File: config.mk
export PLATFORM = sky130hd
export DESIGN_NAME = pc_call_stack
export DESIGN_NICKNAME = d
export VERILOG_FILES = /design/src/rtl/pc_stack_pkg.sv /design/src/rtl/lifo_mem.sv /design/src/rtl/pc_call_stack.sv
export SDC_FILE = /design/constraint.sdc
export NUM_CORES = 1
export LEC_CHECK = 0
export ABC_AREA = 1
export CELL_PAD_IN_SITES_DETAIL_PLACEMENT = 1
export CELL_PAD_IN_SITES_GLOBAL_PLACEMENT = 1
export CORE_MARGIN = 4
export CORE_UTILIZATION = 46
export DETAILED_ROUTE_END_ITERATION = 8
export PLACE_DENSITY_LB_ADDON = 0.1
export RECOVER_POWER = 50
export SLEW_MARGIN = 20
export SYNTH_ARGS = -nofsm -noshare
export SYNTH_HDL_FRONTEND = slang
export SYNTH_SLANG_ARGS = --single-unit
File: constraint.sdc
create_clock -name clk -period 2.9 [get_ports clk]
set_input_delay 0.725 -clock clk [delete_from_list [all_inputs] [get_ports clk]]
set_output_delay 0.725 -clock clk [all_outputs]
set_load 0.02 [all_outputs]
File: src/rtl/pc_stack_pkg.sv
// Opcode definitions for the PC slice with return-address stack.
// Shared by the PC slice top and its testbench.
package pc_stack_pkg;

   typedef enum logic [1:0] {
      OP_INC  = 2'b00,
      OP_JMP  = 2'b01,
      OP_CALL = 2'b10,
      OP_RET  = 2'b11
   } op_e;

   localparam logic [1:0] OPC_INC  = 2'b00;
   localparam logic [1:0] OPC_JMP  = 2'b01;
   localparam logic [1:0] OPC_CALL = 2'b10;
   localparam logic [1:0] OPC_RET  = 2'b11;

endpackage

File: src/rtl/lifo_mem.sv
// Return-address LIFO: storage array plus occupancy count.
// Only count is reset; stale entries are hidden by count.
module lifo_mem
   import pc_stack_pkg::*;
#(
   parameter int WORD      = 4,
   parameter int DEPTH_LOG = 4
) (
   input  logic            clk,
   input  logic            reset,
   input  logic            push,
   input  logic            pop,
   input  logic [WORD-1:0] wdata,
   output logic [WORD-1:0] top,
   output logic            full,
   output logic            empty
);

   localparam int DEPTH = 2 ** DEPTH_LOG;

   logic [WORD-1:0]      mem [DEPTH];
   logic [DEPTH_LOG:0]   count;
   logic [DEPTH_LOG-1:0] wr_idx;
   logic [DEPTH_LOG-1:0] top_idx;

   assign wr_idx  = count[DEPTH_LOG-1:0];
   assign top_idx = wr_idx - 1'b1;
   assign top     = mem[top_idx];
   assign full    = (count == (DEPTH_LOG+1)'(DEPTH));
   assign empty   = (count == '0);

   // Storage write on push; contents are never cleared.
   always_ff @(posedge clk) begin
      if (push) begin
         mem[wr_idx] <= wdata;
      end
   end

   // Occupancy count; caller guarantees no push when full / pop when empty.
   always_ff @(posedge clk) begin
      if (reset) begin
         count <= '0;
      end else if (push) begin
         count <= count + 1'b1;
      end else if (pop) begin
         count <= count - 1'b1;
      end
   end

endmodule

File: src/rtl/pc_call_stack.sv
// Cascadable PC slice with CALL/RET return-address stack.
// Define PC_STACK_ERR_EN to enable the sticky stack_err flag.
module pc_call_stack
   import pc_stack_pkg::*;
#(
   parameter int WORD      = 4,
   parameter int DEPTH_LOG = 4
) (
   input  logic            clk,
   input  logic            reset,
   input  logic            execute,
   input  logic [1:0]      instruction,
   input  logic            carry_in,
   input  logic [WORD-1:0] data_in,
   input  logic            output_enable,
   output logic [WORD-1:0] address_out,
   output logic [WORD-1:0] data_out,
   output logic            carry_out,
   output logic            stack_full,
   output logic            stack_empty,
   output logic            stack_err
);

   op_e             op;
   logic [WORD-1:0] pc;
   logic [WORD-1:0] pc_inc;
   logic [WORD-1:0] pc_nxt;
   logic [WORD-1:0] top;
   logic            push;
   logic            pop;
   logic            is_call;
   logic            is_ret;

   assign op      = op_e'(instruction);
   assign pc_inc  = pc + WORD'(carry_in);
   assign is_call = execute && (op == OP_CALL);
   assign is_ret  = execute && (op == OP_RET);
   assign push    = is_call && !stack_full;
   assign pop     = is_ret && !stack_empty;

   lifo_mem #(
      .WORD      (WORD),
      .DEPTH_LOG (DEPTH_LOG)
   ) u_lifo (
      .clk   (clk),
      .reset (reset),
      .push  (push),
      .pop   (pop),
      .wdata (pc_inc),
      .top   (top),
      .full  (stack_full),
      .empty (stack_empty)
   );

   // Next-PC selection; RET on an empty stack leaves the PC alone.
   always_comb begin
      pc_nxt = pc;
      unique case (op)
         OP_INC:  pc_nxt = pc_inc;
         OP_JMP:  pc_nxt = data_in;
         OP_CALL: pc_nxt = data_in;
         OP_RET:  pc_nxt = stack_empty ? pc : top;
         default: pc_nxt = pc;
      endcase
   end

   // PC register, updated only on an execute strobe.
   always_ff @(posedge clk) begin
      if (reset) begin
         pc <= '0;
      end else if (execute) begin
         pc <= pc_nxt;
      end
   end

   assign address_out = pc;
   assign carry_out   = carry_in && (pc == '1);
   assign data_out    = (output_enable && !stack_empty) ? top : '0;

`ifdef PC_STACK_ERR_EN
   logic err_q;

   // Sticky flag for overflowing CALL or underflowing RET.
   always_ff @(posedge clk) begin
      if (reset) begin
         err_q <= 1'b0;
      end else if ((is_call && stack_full) || (is_ret && stack_empty)) begin
         err_q <= 1'b1;
      end
   end

   assign stack_err = err_q;
`else
   assign stack_err = 1'b0;
`endif

endmodule

==> qor.csv <==
metric,value,unit
fin_area,4242,sq um
period_needed,2801,ps
clk_path_buf_depth,2,
post-cts-setup-buffers,0,
multi_input_area,1244,sq um
worst_slack,98.95,ps
path_clk_slew,70,ps
crit_slowest_cell,xor2_2,
die_h,97.53,um
syn_area_per_cell,9.150,sq um
synth_cell_types,25,
hp-class,flip-flop to flip-flop,
antennaDiodeCount,0,
grt_pass1_vias,3048,
hp-start,u_lifo.count[4]$_SDFFE_PP0P_,
grt_usage,0.2057,
end_kind,output port,
hpwl,6.770,mm
die-area,9512,sq um
synth_fp_nets,428,
r2r_start,u_lifo.count[2]$_SDFFE_PP0P_,
slew_headroom,0.4291,
io_pins,23,
post-route-util,0.5461,
crit_start,u_lifo.count[1]$_SDFFE_PP0P_,
ff2ff_path_depth,8,
die-width,97.53,um
drc,0,
p_leak,0.001875,uW
routed-via-count,2703,
dp_slack,-49.07,ps
fmax,357.0,MHz
path_class,flip-flop to output port,
rsz0062_at_grt,true,
hold_depth,2,
layout-drive-gt1-share,0.09297,
seqCellArea,2103,sq um
cts_root_buffer,clkbuf_8,
syn_area,3687,sq um
row_count,32,
crit_chain,inv_1 -> ha_1 -> xor2_2 -> nand3_1 -> nand3_2 -> a21oi_2 -> clkdlybuf4s15_2,
timing_hold_violations_final,0,
cts_max_level,3,
postPlaceCellArea,4028,sq um
crit_path_max_fanout,8,
grt.overflow.total,0,
outcome,completed,
final.period_utilization,0.9659,
syn_to_final_growth,15.03,%
drt-vias-per-instance,4.978,
grt_start_max_net_pins,39,
wire_per_inst,16.89,um
cts-buffers-inserted,9,
start_util,0.4747,
drtIter0Drc,132,
cts_tree,done,
slew_viol_final,0,
coreArea,7767,sq um
final.setup.tns,0,ps
firstDrtPassIters,4,
grt_pass1_wl,15.21,mm
finalPower,2633,uW
arrival,2080,ps
max_stage_delay,360,ps
nFillCells,946,
drv_cap,0,
holdBufCountCts,0,
peakVddDrop,242.9,uV
rrSetupSlack,530,ps
synth-seq-cells,73,
ant_nets,0,
timing.critical_path.required,2170,ps
wirelength,9.169,mm
nNetsFinal,461,
yosysSeqAreaShare,0.5701,
p_per_area,620.7,nW/um^2
antenna_found_initial,0,
skew,7.024,ps
yosysWarningCount,0,
cts_sinks,73,
tightest_slew,856.3,ps
routabilityCongestion,0.9441,
setup_viol,0,
synthesis.instances,403,
io_buffers,21,
cp-start-kind,flip-flop,
clk-insertion-delay-late,350,ps
## synthesized netlist by cell type (all sizes together)
master,instances,area (sq um)
nand2,121,454.2
inv,70,265.3
edfxtp,64,1922
nand3,57,290.3
a21oi,20,100.1
nor2,19,73.82
ha,13,162.7
buf,11,91.33
dfxtp,9,180.2
o21ai,9,45.04
xnor2,3,33.79
xor2,3,33.79
clkbuf,2,11.26
conb,1,3.750
fa,1,20.02
## critical path, delay by kind of cell, from the launching register on
kind / cells / cell delay (ps)
and+or+nand+nor: 2 / 310
buffers and inverters: 2 / 390
AOI/OAI and AO/OA: 1 / 60
DFF: 1 / 320
xor gates and xnor gates: 1 / 360
adders and majority gates: 1 / 290
## state kept, by name, indices dropped and copies added, names as in the netlist
name          cells
address_out       4
u_lifo.mem       64
u_lifo.count      5
## logic make-up after synthesis
family                     Yosys count  share of synthesized area
adders and majority gates           14                    0.04954
buffers and inverters               83                    0.09976
other                                1                   0.001017
xor gates and xnor gates             6                    0.01833
AOI/OAI and AO/OA                   29                    0.03936
and+or+nand+nor                    197                     0.2219
DFF                                 73                     0.5701
## layout make-up
| class | instances | area share |
|---|---|---|
| inverters | 70 | 0.06313 |
| well taps | 102 | 0.03009 |
| flip-flops and latches | 73 | 0.4959 |
| clock inverters | 7 | 0.02006 |
| clock buffers | 9 | 0.02920 |
| multi-input cells | 247 | 0.2932 |
| repair buffers | 35 | 0.06844 |
## cells in the final DEF, fill, tap and decap left out, drive strengths merged, types with 4 or more instances in the layout
| cell type | n |
|---|---|
| nand2 | 121 |
| clkbuf | 14 |
| buf | 12 |
| inv | 70 |
| nor2 | 19 |
| a21oi | 20 |
| dlygate4sd3 | 5 |
| clkdlybuf4s50 | 12 |
| nand3 | 57 |
| edfxtp | 64 |
| o21ai | 9 |
| dfxtp | 9 |
| clkinv | 4 |
| ha | 13 |
## timing repair
action                     in CTS  in global routing
setup endpoints to repair       4                  4
pin swaps                       0                  0
resized for setup              18                  6
## path summary, 6_finish.rpt
check	end
worst min-delay path	u_lifo.count[4]$_SDFFE_PP0P_
worst max-delay path	data_out[1]
worst min register to register	u_lifo.count[4]$_SDFFE_PP0P_
worst max register to register	u_lifo.mem[8][3]$_DFFE_PP_
## power by group
part	switching (uW)	internal (uW)
Sequential	19.6	1190
Combinational	376	196
Clock	379	475
## metal layers
| layer | part of all wire | up-vias | GRT usage |
|---|---|---|---|
| li1 | - | 1357 | - |
| met1 | 0.44 | 1296 | 0.2515 |
| met2 | 0.52 | 40 | 0.3674 |
| met3 | 0.033 | 10 | 0.04164 |
| met4 | 0.012 | 0 | 0.05644 |
| met5 | 0 | - | 0 |
## stage by stage
| stage | std cells | hold WS (ps) |
|---|---|---|
| after global placement | 527 | 487.2 |
| after CTS | 543 | 524.3 |
| final | 543 | 524.5 |
| after global routing | 543 | 586.4 |
| after detailed placement | 527 | 513.1 |
| after floorplan | 403 | 469.2 |
Power figures use the tool's default switching activity.
